## src/rtl/rf_burst_reader.sv

```systemverilog
// rf_burst_reader: streams bursts read from a register file's combinational
// read port through a 2-entry output buffer with valid/ready backpressure.
module rf_burst_reader #(
    parameter int ADDR_WIDTH = 4,
    parameter int DATA_WIDTH = 8
) (
    input  logic                  i_clk,
    input  logic                  i_rst_n,
    input  logic                  i_req_valid,
    output logic                  o_req_ready,
    input  logic [ADDR_WIDTH-1:0] i_req_addr,
    input  logic [ADDR_WIDTH-1:0] i_req_len,
    output logic [ADDR_WIDTH-1:0] o_rf_raddr,
    input  logic [DATA_WIDTH-1:0] i_rf_rdata,
    output logic                  o_rsp_valid,
    input  logic                  i_rsp_ready,
    output logic [DATA_WIDTH-1:0] o_rsp_data,
    output logic [ADDR_WIDTH-1:0] o_rsp_addr,
    output logic                  o_rsp_last,
    output logic                  o_busy
);
    typedef enum logic [1:0] {IDLE, READ, DRAIN} state_t;

    state_t                r_state;
    logic                  r_req_ready;
    logic                  r_busy;
    logic [ADDR_WIDTH-1:0] r_cur_addr;
    logic [ADDR_WIDTH-1:0] r_remaining;
    logic [DATA_WIDTH-1:0] r_data [2];
    logic [ADDR_WIDTH-1:0] r_addr [2];
    logic                  r_last [2];
    logic                  r_wptr;
    logic                  r_rptr;
    logic [1:0]            r_count;

    logic   w_pop;
    logic   w_push;
    logic   w_accept;
    state_t w_next;

    assign w_pop    = o_rsp_valid & i_rsp_ready;
    // A full buffer can still take a beat when its head leaves on the same edge
    assign w_push   = (r_state == READ) && (r_count != 2'd2 || w_pop);
    assign w_accept = i_req_valid & r_req_ready;

    assign o_req_ready = r_req_ready;
    assign o_busy      = r_busy;
    assign o_rf_raddr  = (r_state == READ) ? r_cur_addr : '0;
    assign o_rsp_valid = r_count != 2'd0;
    assign o_rsp_data  = r_data[r_rptr];
    assign o_rsp_addr  = r_addr[r_rptr];
    assign o_rsp_last  = r_last[r_rptr];

    always_comb begin
        w_next = r_state;
        if (r_state == IDLE && w_accept)
            w_next = READ;
        else if (r_state == READ && w_push && r_remaining == '0)
            w_next = DRAIN;
        else if (r_state == DRAIN && w_pop && r_count == 2'd1)
            w_next = IDLE;
    end

    always_ff @(posedge i_clk) begin
        if (!i_rst_n) begin
            r_state     <= IDLE;
            r_req_ready <= 1'b1;
            r_busy      <= 1'b0;
            r_cur_addr  <= '0;
            r_remaining <= '0;
            r_wptr      <= 1'b0;
            r_rptr      <= 1'b0;
            r_count     <= 2'd0;
            for (int i = 0; i < 2; i++) begin
                r_data[i] <= '0;
                r_addr[i] <= '0;
                r_last[i] <= 1'b0;
            end
        end else begin
            r_state     <= w_next;
            r_req_ready <= w_next == IDLE;
            r_busy      <= w_next != IDLE;
            if (w_accept) begin
                r_cur_addr  <= i_req_addr;
                r_remaining <= i_req_len;
            end else if (w_push) begin
                r_cur_addr  <= r_cur_addr + 1'b1;
                r_remaining <= r_remaining - 1'b1;
            end
            if (w_push) begin
                r_data[r_wptr] <= i_rf_rdata;
                r_addr[r_wptr] <= r_cur_addr;
                r_last[r_wptr] <= r_remaining == '0;
                r_wptr         <= ~r_wptr;
            end
            if (w_pop)
                r_rptr <= ~r_rptr;
            r_count <= r_count + {1'b0, w_push} - {1'b0, w_pop};
        end
    end
endmodule
```

## config.mk

```make
export PLATFORM = sky130hd
export DESIGN_NAME = rf_burst_reader
export DESIGN_NICKNAME = d
export VERILOG_FILES = /design/src/rtl/rf_burst_reader.sv
export SDC_FILE = /design/constraint.sdc
export NUM_CORES = 1
export LEC_CHECK = 0
export ABC_AREA = 1
export CORE_ASPECT_RATIO = 1.75
export CORE_MARGIN = 5
export CORE_UTILIZATION = 50
export CTS_CLUSTER_DIAMETER = 50
export DETAILED_ROUTE_END_ITERATION = 10
export PLACE_DENSITY = 0.79
export SLEW_MARGIN = 20
export SYNTH_ARGS = -nofsm -noshare
export SYNTH_HDL_FRONTEND = slang
export SYNTH_SLANG_ARGS = --single-unit
```

## constraint.sdc

```tcl
create_clock -name i_clk -period 2.1 [get_ports i_clk]
set_input_delay 0.21 -clock i_clk [delete_from_list [all_inputs] [get_ports i_clk]]
set_output_delay 0.21 -clock i_clk [all_outputs]
set_load 0.005 [all_outputs]
```

=== Yosys cells after proc, flatten, opt, wreduce, memory -nomap -nowiden ===
Memory sizes are Yosys's and may differ from the RTL's. A register that Yosys moved wholly into a read port is not among the register bits.
Index checks and enable logic that the tools add are counted.

* Bits in registers: 16
* Memory bits (writable): 26
* Input port bits: 20
* Output and inout port bits: 20
* Word-level logic and storage cells: 66
* Memories kept: 3

* Add/subtract/negate cells: 4
* Equality and inequality tests: 4
* Mux-type cells: 27
* Bitwise gates (word level): 4
* Reductions and logical operators: 16

{| class="wikitable"
|+ Memory list
! name !! words !! width !! rd ports !! clocked after Yosys merged registers in !! write ports !! line !! text
|-
| r_data || 2 || 8 || 1 || 1 || 2 || 29 || <nowiki>logic [DATA_WIDTH-1:0] r_data [2];</nowiki>
|-
| r_addr || 2 || 4 || 1 || 1 || 2 || 30 || <nowiki>logic [ADDR_WIDTH-1:0] r_addr [2];</nowiki>
|-
| r_last || 2 || 1 || 1 || 1 || 2 || 31 || <nowiki>logic r_last [2];</nowiki>
|}

{| class="wikitable"
|+ Operators with widths
! kind !! count
|-
| 4-bit 2-to-1 mux || 6
|-
| 1-bit 2-to-1 mux || 17
|-
| 8-bit 2-to-1 mux || 1
|-
| 8-bit OR reduction || 1
|-
| 1-bit logical AND || 6
|-
| 2-bit 2-to-1 mux || 3
|-
| 2-bit nonzero test || 3
|-
| 4-bit by 1-bit adder with 4-bit output, second input constant || 1
|-
| 2-bit by 1-bit equality test with 1-bit output, second input constant || 2
|-
| 2-bit zero test || 2
|-
| 4-bit zero test || 1
|-
| 4-bit OR reduction || 1
|-
| 4-bit by 1-bit subtractor with 4-bit output, second input constant || 1
|-
| 2-bit by 1-bit adder with 2-bit output || 1
|-
| 1-bit AND || 2
|-
| 2-bit equality test, second input constant || 1
|-
| 2-bit != test, second input constant || 1
|-
| 1-bit inverter || 2
|-
| 2-bit by 1-bit subtractor with 2-bit output || 1
|-
| 1-bit logical OR || 1
|-
| 1-bit OR reduction || 1
|}

=== Logic depth before layout (Yosys ltp) ===
* Word-level depth: 9
* Mapped depth: 11
* Mapped depth without buffers: 11

=== Least setup slack after synthesis ===
Ideal clock, no wire load.

* Path type: flip-flop to flip-flop
* Start: reg r_state[1]
* End: mem r_addr[0][0] (enable)
* Library setup time: 0.350 ns
* Arrival: 1.187 ns
* Data required time: 1.750 ns
* Setup slack: 0.563 ns
* Cell stages (with the launch flop): 9
* Buffers on the path: 1
* Clock period less this slack: 1.537 ns
* Cells stage by stage: dfxtp_1 -> inv_1 -> nand2_2 -> inv_2 -> nand2_4 -> nor2_4 -> nand2_4 -> buf_6 -> nand2_1

{| class="wikitable"
|+ RTL lines
! element !! line !! text
|-
| from (decl) || 24 || <nowiki>state_t r_state;</nowiki>
|-
| from (signal assigned) || 80 || <nowiki>r_state <= w_next;</nowiki>
|-
| to (decl) || 30 ||
|}

==> results.toml <==
[setup_path]
cp_max_fo = 13
crit_path_end_kind = "output pin"
slowest_delay_ns = 0.44
cpMaxStageDelayCell = "clkdlybuf4s50_1"
reg2reg_depth = 11
crit_chain = "buf_4 -> mux2_2 -> clkdlybuf4s50_1"
critPathArrivalTime_ns = 1.61
startpoint_type = "register"
critPathRequiredTime_ns = 1.89
worstSetupPathType = "reg -> out"

[final_layout]
final_layout_size_suffix_gt1_share_pct = 15.3
nets = 284
utilization_pct = 66.9
diodes = 0
syn_to_final_growth_pct = 28.8
stdcell_area_um2 = 2610
fin_cells = 309

[die]
die_w_um = 58.1
die_h_um = 94.2
die_area_um2 = 5470
rows = 30
initial_utilization_pct = 51.9
io_pins = 40
core_um2 = 3900

[detailed_routing]
avgViaCountPerCell = 4.99
wl_per_cell_um = 12.8
antenna_left = 0
num_vias = 1541
drtIter0Drc = 47
drc = 0
detail_route.wirelength_um = 3970
detail_route.first_pass.iterations = 5

[logic_synthesis]
syn_inst = 214
ys_seq_area_share_pct = 54.4
syn-num-nets = 238
ys_warn_count = 0
syn_area_um2 = 2030
avgSynthCellArea_um2 = 9.47
synth_cell_types = 27
ys_ff_latch = 43

[placed_design]
placed_area_um2 = 2480
portBuffers = 39
dp_cells = 301
dp_hpwl_um = 2920
gp_congestion = 0.883

[power]
p_leak_nw = 1.12
total_power_mw = 2.74
power_density_nw_per_um2 = 1050
peakVddDrop_v = 0.000597

[cts]
clk_pin_slew_ns = 0.08
cts_hold_buf = 0
cts_buffers = 5
clkSinkCount = 43
cts_root_buf = "clkbuf_8"
cts_setup_buffers = 0
cts_tree = "built"
cts_htree_levels = 2
max-clock-path-buffers = 2
clock_latency_ns = 0.29
postCtsResizedCells = 0

[worst_hold_path]
hp-class = "reg -> reg"
min_delay_path_depth = 1

[timing]
fin_skew_ns = 0.00343
tns_ns = 0
period_share_pct = 86.7
post-route-min-period_ns = 1.82
tightest_slew_ns = 0.444
hold_violations = 0
rsz0062_at_grt = "false"
slew_violations = 0
setup_viol = 0
fmax_mhz = 549
relSlewSlack_pct = 70.3

[status]
run_status = "finished, final reports clean"

[global_routing]
antenna_found_initial = 0
grt_pass1_vias = 1535
track_usage_pct = 15.9
grt_pass1_wl_um = 6680
grt_max_degree = 17
overflow = 0

[run]
max_cap_viol_count = 0
[flip-flops by register name, indices dropped and copies added, names as in the netlist, named ones only]
name and count:
r_cur_addr 4, r_remaining 4, o_req_ready 1, r_last 2
r_count 2, r_data 16, r_addr 8, r_rptr 1
r_state 2, r_wptr 1, o_busy 1
[synth_stat cells (all sizes together)]
library cell  number  share of area (%)
clkbuf             1               0.19
nor2              38                7.5
dfxtp             19                 19
ha                 4                2.5
buf                5                2.0
nand2             35                7.7
edfxtp            24                 36
a21oi              9                2.2
xnor2              1               0.43
xor2               1               0.43
o21ai             12                3.0
or2                3               0.93
inv               29                5.5
nand3             16                4.8
and2               1               0.31
nand4              3               0.93
mux2              13                7.2
[kinds of logic after synthesis]
kind of cell / after synthesis / share of synthesized area [%]
AOI/OAI and AO/OA: 21 / 5.19
xor gates and xnor gates: 2 / 0.865
adders and majority gates: 4 / 2.47
buffers and inverters: 35 / 7.66
DFF: 43 / 54.4
muxes: 13 / 7.23
and+or+nand+nor: 96 / 22.2
[critical path, delay by kind of cell (launching register included)]
kind | cells | cell delay (ns)
flops | 1 | 0.31
buf+inv | 2 | 0.64
mux | 1 | 0.36
[area by class of cell]
type | instances | area (um^2)
repair buffers | 45 | 435
multi-input cells | 136 | 769
flip-flops and latches | 43 | 1100
well taps | 48 | 60.1
clock buffers | 6 | 72.6
inverters | 29 | 111
clock inverters | 2 | 60.1
fillers | 327 | 1290
[cell usage in the layout, fill, tap and decap left out, types with 6 or more instances in the layout]
cell type	instances
nand2_1	31
nor2_1	36
inv_1	26
o21ai_0	12
nand3_1	14
a21oi_1	9
edfxtp_1	24
buf_4	6
clkdlybuf4s50_1	39
dfxtp_1	19
mux2_2	13
[routing by layer]
metal,vias up,share of wire [%],global-route usage (%)
li1,786,-,-
met1,699,35,16.1
met2,49,58,30.1
met3,7,5.5,3.58
met4,0,1.9,6.19
met5,-,0,0
[power breakdown]
group | internal (mW) | switching [mW]
registers | 1.03 | 0.0876
clock network | 0.475 | 0.271
logic | 0.435 | 0.442
total | 1.94 | 0.800
[stage by stage]
stage          worst slack, ns  hold slack, ns
2_1_floorplan            0.563           0.350
3_3_place_gp             0.338           0.434
3_5_place_dp             0.310           0.441
4_1_cts                  0.258           0.455
5_1_grt                  0.217           0.478
6_report                 0.279           0.457
[final timing paths]
| path | slack (ns) | start | end |
|---|---|---|---|
| setup / recovery | 0.28 | register | o_rsp_last |
| hold / removal | 0.46 | r_rptr | register |
| setup reg to reg | 0.40 | r_state[1] | r_count[1] |
| hold reg to reg | 0.46 | r_rptr | register |
Power figures use the tool's default switching activity.
